File: config.mk
export PLATFORM = sky130hd
export DESIGN_NAME = systolic_pe
export DESIGN_NICKNAME = d
export VERILOG_FILES = /design/src/rtl/pe_pkg.sv /design/src/rtl/pe_mac.sv /design/src/rtl/systolic_pe.sv
export SDC_FILE = /design/constraint.sdc
export NUM_CORES = 2
export LEC_CHECK = 0
export CORE_MARGIN = 2
export CORE_UTILIZATION = 45
export CTS_CLUSTER_DIAMETER = 100
export DETAILED_ROUTE_END_ITERATION = 7
export PLACE_DENSITY = 0.69
export SLEW_MARGIN = 5
export SYNTH_ARGS = -nofsm -noshare
export SYNTH_HDL_FRONTEND = slang
export SYNTH_HIERARCHICAL = 1
export SYNTH_SLANG_ARGS = --single-unit
File: constraint.sdc
create_clock -name clk_i -period 8.8 [get_ports clk_i]
set_input_delay 0.88 -clock clk_i [delete_from_list [all_inputs] [get_ports clk_i]]
set_output_delay 0.88 -clock clk_i [all_outputs]
set_load 0.02 [all_outputs]
File: src/rtl/pe_pkg.sv
// rtl/pe_pkg.sv - shared widths and types for the systolic array PEs
package pe_pkg;

   localparam int DEFAULT_DATA_WIDTH = 32;

   function automatic int acc_width(input int data_width);
      return 2 * data_width;
   endfunction

   localparam int ACC_WIDTH = acc_width(DEFAULT_DATA_WIDTH);

   typedef logic [DEFAULT_DATA_WIDTH-1:0] operand_t;
   typedef logic [ACC_WIDTH-1:0]          acc_t;

endpackage

File: src/rtl/pe_mac.sv
// rtl/pe_mac.sv - combinational multiply-accumulate with overflow detect
// SYSTOLIC_PE_SATURATE_EN clamps the result to all ones on overflow.
module pe_mac
   import pe_pkg::*;
#(
   parameter int DATA_WIDTH = DEFAULT_DATA_WIDTH,
   localparam int ACC_W = acc_width(DATA_WIDTH)
) (
   input  logic [DATA_WIDTH-1:0] a,
   input  logic [DATA_WIDTH-1:0] b,
   input  logic [ACC_W-1:0]      acc,
   output logic [ACC_W-1:0]      acc_next,
   output logic                  ovf
);

   logic [ACC_W-1:0] product;
   logic [ACC_W:0]   sum;

   // Operands are zero-extended so the full-width product is never truncated.
   assign product = ACC_W'(a) * ACC_W'(b);
   assign sum     = {1'b0, acc} + {1'b0, product};
   assign ovf     = sum[ACC_W];

`ifdef SYSTOLIC_PE_SATURATE_EN
   // Once at all ones, any nonzero product overflows again, so it stays pinned.
   assign acc_next = ovf ? {ACC_W{1'b1}} : sum[ACC_W-1:0];
`else
   assign acc_next = sum[ACC_W-1:0];
`endif

endmodule

File: src/rtl/systolic_pe.sv
// rtl/systolic_pe.sv - output-stationary systolic PE: accumulate and forward
// Optional SYSTOLIC_PE_SATURATE_EN selects saturating accumulation in pe_mac.
module systolic_pe
   import pe_pkg::*;
#(
   parameter int DATA_WIDTH = DEFAULT_DATA_WIDTH,
   localparam int ACC_W = acc_width(DATA_WIDTH)
) (
   input  logic                  clk_i,
   input  logic                  rst_i,
   input  logic [DATA_WIDTH-1:0] up_i,
   input  logic [DATA_WIDTH-1:0] left_i,
   output logic [DATA_WIDTH-1:0] down_o,
   output logic [DATA_WIDTH-1:0] right_o,
   output logic [ACC_W-1:0]      res_o,
   output logic                  carry_o
);

   logic [ACC_W-1:0] acc_next;
   logic             ovf;

   pe_mac #(.DATA_WIDTH(DATA_WIDTH)) u_mac (
      .a        (up_i),
      .b        (left_i),
      .acc      (res_o),
      .acc_next (acc_next),
      .ovf      (ovf)
   );

   always_ff @(posedge clk_i) begin
      if (rst_i) begin
         down_o  <= '0;
         right_o <= '0;
         res_o   <= '0;
         carry_o <= 1'b0;
      end else begin
         down_o  <= up_i;
         right_o <= left_i;
         res_o   <= acc_next;
         carry_o <= carry_o | ovf;
      end
   end

endmodule

Word-level counts from Yosys, hierarchy flattened. Cells that the tools add are included.

Bitwise logic cells: 1. $mul: 1. $add $sub $neg: 1.

Operator list (number): adder 64 x 64 -> 65 bit (1); multiplier 32 x 32 -> 64 bit (1); OR 1 bit (1).

Register bits: 129. Logic and storage cells: 7. Output and inout port bits: 129.

Logic depth before layout (Yosys ltp).
Depth after elaboration: 3. Gate-level depth with buffers: 31. Mapped depth without buffers: 29.

Modules after synthesis. Netlist, hierarchy kept.

By module, submodules not included: pe_mac (cells each 3974, area an instance 35042.4 um^2, times used 1); systolic_pe (cells each 272, area an instance 3480.8 um^2, times used 1).

Least setup slack after synthesis. No wires, ideal clock.

Kind: input to register. Start point: input up_i[27]. End point: register carry_o. Setup slack: 0.896 ns. Arrival time: 7.789 ns. Required time: 8.685 ns. Path buffers: 2. Cell stages on the path: 28. Path through: clkbuf_1 nand2_1 fa_1 fa_1 inv_1 fa_1 inv_1 fa_1 inv_1 fa_1 fa_1 fa_1 inv_1 fa_1 inv_1 ha_1 clkbuf_1 a21oi_1 o21ai_0 a21oi_1 o21ai_0 a2111oi_0 a21oi_1 o21ai_1 o21ai_1 a221oi_1 xnor2_1 o21ba_1.

Word-level cells in the longest chain between the ends: 3.

Ends and longest elaborated chain: start: declaration (RTL line systolic_pe.sv:11) `input logic [DATA_WIDTH-1:0] up_i,`; multiplier 32 x 32 -> 64 bit (RTL line pe_mac.sv:20) `assign product = ACC_W'(a) * ACC_W'(b);`; adder 64 x 64 -> 65 bit (RTL line pe_mac.sv:21) `assign sum = {1'b0, acc} + {1'b0, product};`; net ovf (RTL line systolic_pe.sv:20) `logic ovf;`; OR 1 bit (RTL line systolic_pe.sv:40) `carry_o <= carry_o | ovf;`; end signal: assignment (RTL line systolic_pe.sv:40); end: declaration (RTL line systolic_pe.sv:16) `output logic carry_o`.

The timed path passes the listed nets, and every way through them passes these cells. A chain may end at the register's enable or synchronous reset.

Worst setup path after layout.
Start point: input left_i[1]. End point: register res_o[57].

Word-level cells in the longest chain between the ends: 2.

Ends and longest elaborated chain: start: declaration (RTL line systolic_pe.sv:12) `input logic [DATA_WIDTH-1:0] left_i,`; multiplier 32 x 32 -> 64 bit (RTL line pe_mac.sv:20); adder 64 x 64 -> 65 bit (RTL line pe_mac.sv:21); net acc_next[57] (RTL line systolic_pe.sv:19) `logic [ACC_W-1:0] acc_next;`; end signal: assignment (RTL line systolic_pe.sv:39) `res_o <= acc_next;`; end: declaration (RTL line systolic_pe.sv:15) `output logic [ACC_W-1:0] res_o,`.

The timed path passes the listed nets, and every way through them passes these cells.

==> summary.txt <==
Routing
  • Antenna viol nets, final: 0
  • Via count: 28540
  • DR vias/cell: 5.014
  • Avg WL per Cell: between 15 and 20 µm
  • Routed wire length: between 100000 and 150000 µm
  • DRC Markers: 0
  • Drt first pass iters: 5
  • Initial DRC count: about 1700

Synthesis
  • Cell taking the most area after synthesis: fa_1
  • Cell Area, Synth: roughly 39000 µm²
  • Dominant synthesized flop cell: dfxtp_1
  • Sequential cell area fraction in the yosys report: 6.704%
  • Avg Synthesized Cell Area: approximately 9.1 µm²
  • Yosys reg bits: approximately 130
  • Area share of the largest cell type after synthesis: approximately half
  • Yosys cell types: between 60 and 70
  • Ys async rst share: 0%
  • Post-Syn Instances: approximately 4200
  • Count of flip-flops with a built-in enable after synthesis: 0
  • Synth area leaders: fa_1 (50%), inv_1 (11%), ha_1 (8.1%)
  • Synth Warn #: 6
  • Syn_nets: roughly 5500

Place
  • GP Congestion: between 0.9 and 1
  • Detailed Place HPWL: 93220 µm
  • Cells after DPL: 5659
  • Port bufs: about 190

STA
  • Hold Vio Cnt, Final: 0
  • Slew headroom: between 40% and 50%
  • Tcrit/Tclk final: between 90% and 100%
  • RSZ-0062 raised after global routing: no
  • Worst slew pin tran: roughly 0.83 ns
  • Final clock skew: approximately 0.019 ns
  • Tmin final: approximately 8.5 ns
  • Final Max Slew Viols: 0
  • # setup viols final: 0
  • Fmax: 117.6 MHz

Clock network
  • Clk root buf: clkbuf_16
  • Longest Clk Path Bufs: 2
  • CTS tree: done
  • CTS sink count: 129
  • H-Tree Depth: 4
  • TritonCTS Buffers: 17
  • Worst skew pair latency: 0.53 ns
  • Clk pin slew, worst setup/hold paths: ~0.070 ns

Global routing
  • Antenna violations before repair: 3
  • Largest net degree at the start of global routing: 67
  • Vias in the first global route: ~32000
  • Total grt overflow: 0
  • GRT Total Usage: about a quarter
  • First-pass GRT wire length: between 150000 and 200000 µm

Worst setup path
  • Most used cell, CP: fa_1
  • Crit path capture type: flip-flop
  • Crit-path max FO: 14
  • Reg2reg start: res_o[16]$_SDFF_PP0_
  • RR Endpoint: res_o[57]$_SDFF_PP0_
  • Worst R2R Path Depth: 26
  • Crit Path Category: in -> reg
  • Crit start category: input pin
  • Worst path slowest cell: fa_1
  • CP Data Required Time: around 9.2 ns
  • Peak per-stage delay on the critical path: ~0.58 ns
  • Arrival time worst endpoint: 8.88 ns
  • Reg2Reg Setup Slack: roughly 1.1 ns

Die
  • Initial Util: about 45%
  • Count of standard-cell rows: 107
  • Core area: 85010 µm²
  • Area of the die: 87960 µm²
  • Die width: just under 300 µm
  • Die height: 296.6 µm
  • Num ports: a little under 200

Hold path
  • Worst Hold Class: reg -> reg
  • Hold path endpoint: carry_o$_SDFF_PP0_
  • Hold path cells: 1
  • Critical hold path startpoint: carry_o$_SDFF_PP0_

Layout
  • Layout cell share with drive strength beyond 1: 7.829%
  • Post-route insts no fill: roughly 5700
  • Layout area overhead: 16.34%
  • Post-layout net count: about 5800

Flow run
  • Maxcap violations: 0

Run status
  • Status: completed
[metrics by stage]
step	instance area, µm²	setup WS, ns	TNS, ns	hold WS (ns)	utilization, %
6_report	44820	0.2968	0	0.5404	52.72
5_1_grt	44820	0.01103	0	0.5638	52.72
4_1_cts	44770	0.2467	0	0.5315	52.66
3_5_place_dp	44150	-0.2799	-1.659	0.5127	51.94
3_3_place_gp	44150	-0.2591	-1.539	0.5070	51.94
2_1_floorplan	38520	0.8958	0	0.5816	-
[what timing repair did]
item	CTS	global route
setup buffers	0	0
resized for setup	0	13
endpoints found under the setup margin	0	6
hold buffers	0	0
[sequential cells by signal, indices dropped and copies added, names as in the netlist]
name	cells
res_o	64
down_o	32
right_o	32
carry_o	1
[worst max-delay path, delay by kind of cell]
kind	cells	cell delay, ns
buffers and inverters	8	1.18
AOI/OAI and AO/OA	9	2.25
xor gates and xnor gates	1	0.13
adders and majority gates	9	4.20
and+or+nand+nor	2	0.23
[how the worst max path moves through the flow]
stage | startpoint | end | slack (ns) | cells past startpoint
2_1_floorplan | up_i[27] | carry_o$_SDFF_PP0_ | 0.90 | 28
3_3_place_gp | up_i[10] | carry_o$_SDFF_PP0_ | -0.26 | 27
3_5_place_dp | left_i[8] | carry_o$_SDFF_PP0_ | -0.28 | 29
4_1_cts | up_i[10] | carry_o$_SDFF_PP0_ | 0.25 | 27
5_1_grt | up_i[19] | carry_o$_SDFF_PP0_ | 0.01 | 29
6_report | left_i[1] | res_o[57]$_SDFF_PP0_ | 0.30 | 29
[kinds of logic (layout without fill, tap and decap cells)]
family                   after synthesis  count (layout)  share of synthesized area [%]
AO/OA/AOI/OAI                        209             209                          3.599
XOR/XNOR                              57              57                          1.296
adder cells (fa/ha/maj)             1209            1209                          57.99
buffers and inverters               1328            1629                          13.06
flip-flops                           129             129                          6.704
multiplexers                           2               2                        0.05197
other                                  0               1                              0
AND/OR/NAND/NOR                     1312            1312                          17.30
[routing by layer]
layer / vias to the layer above / wire, µm / track usage, %
li1: 12680 / - / -
met1: 14650 / 47920 / 37.28
met2: 1099 / 48680 / 40.63
met3: 114 / 9995 / 6.597
met4: 2 / 2074 / 6.393
met5: - / 18 / 0
[synthesized netlist by cell type, drive strengths merged, types with 6 or more instances]
| master | number |
|---|---|
| a21o | 37 |
| a21oi | 68 |
| a31oi | 10 |
| and2 | 489 |
| and3 | 9 |
| buf | 18 |
| clkbuf | 213 |
| dfxtp | 129 |
| fa | 961 |
| ha | 248 |
| inv | 1097 |
| nand2 | 583 |
| nand3 | 14 |
| nand4 | 17 |
| nor2 | 36 |
| nor2b | 133 |
| nor3 | 6 |
| o21ai | 35 |
| o21bai | 13 |
| or3 | 6 |
| xnor2 | 35 |
| xor2 | 22 |
[cells in the final DEF (no fill, tap or decap), types with 24 or more instances in the layout]
master | synthesis | routed
a21oi_1 | 67 | 66
nand2_1 | 583 | 583
xnor2_1 | 35 | 35
clkdlybuf4s50_1 | 0 | 192
a21o_1 | 37 | 37
fa_1 | 961 | 961
nor2b_1 | 133 | 133
ha_1 | 248 | 247
dfxtp_1 | 129 | 129
inv_1 | 1097 | 1097
and2_1 | 489 | 489
buf_4 | 2 | 234
o21ai_0 | 25 | 24
nor2_1 | 36 | 36
buf_12 | 0 | 70
[final cells by class]
| type | count | area [µm²] |
|---|---|---|
| multi-input cells | 2789 | 30940 |
| flip-flops and latches | 129 | 2582 |
| clock buffers | 20 | 436.7 |
| well taps | 1144 | 1431 |
| fillers | 7674 | 40190 |
| inverters | 1097 | 4118 |
| diodes | 1 | 2.502 |
| clock inverters | 12 | 180.2 |
| repair buffers | 500 | 5126 |
Power is left out: the tool's default activity adds up to more than one toggle a clock period on the data nets, which glitch-free logic cannot reach.
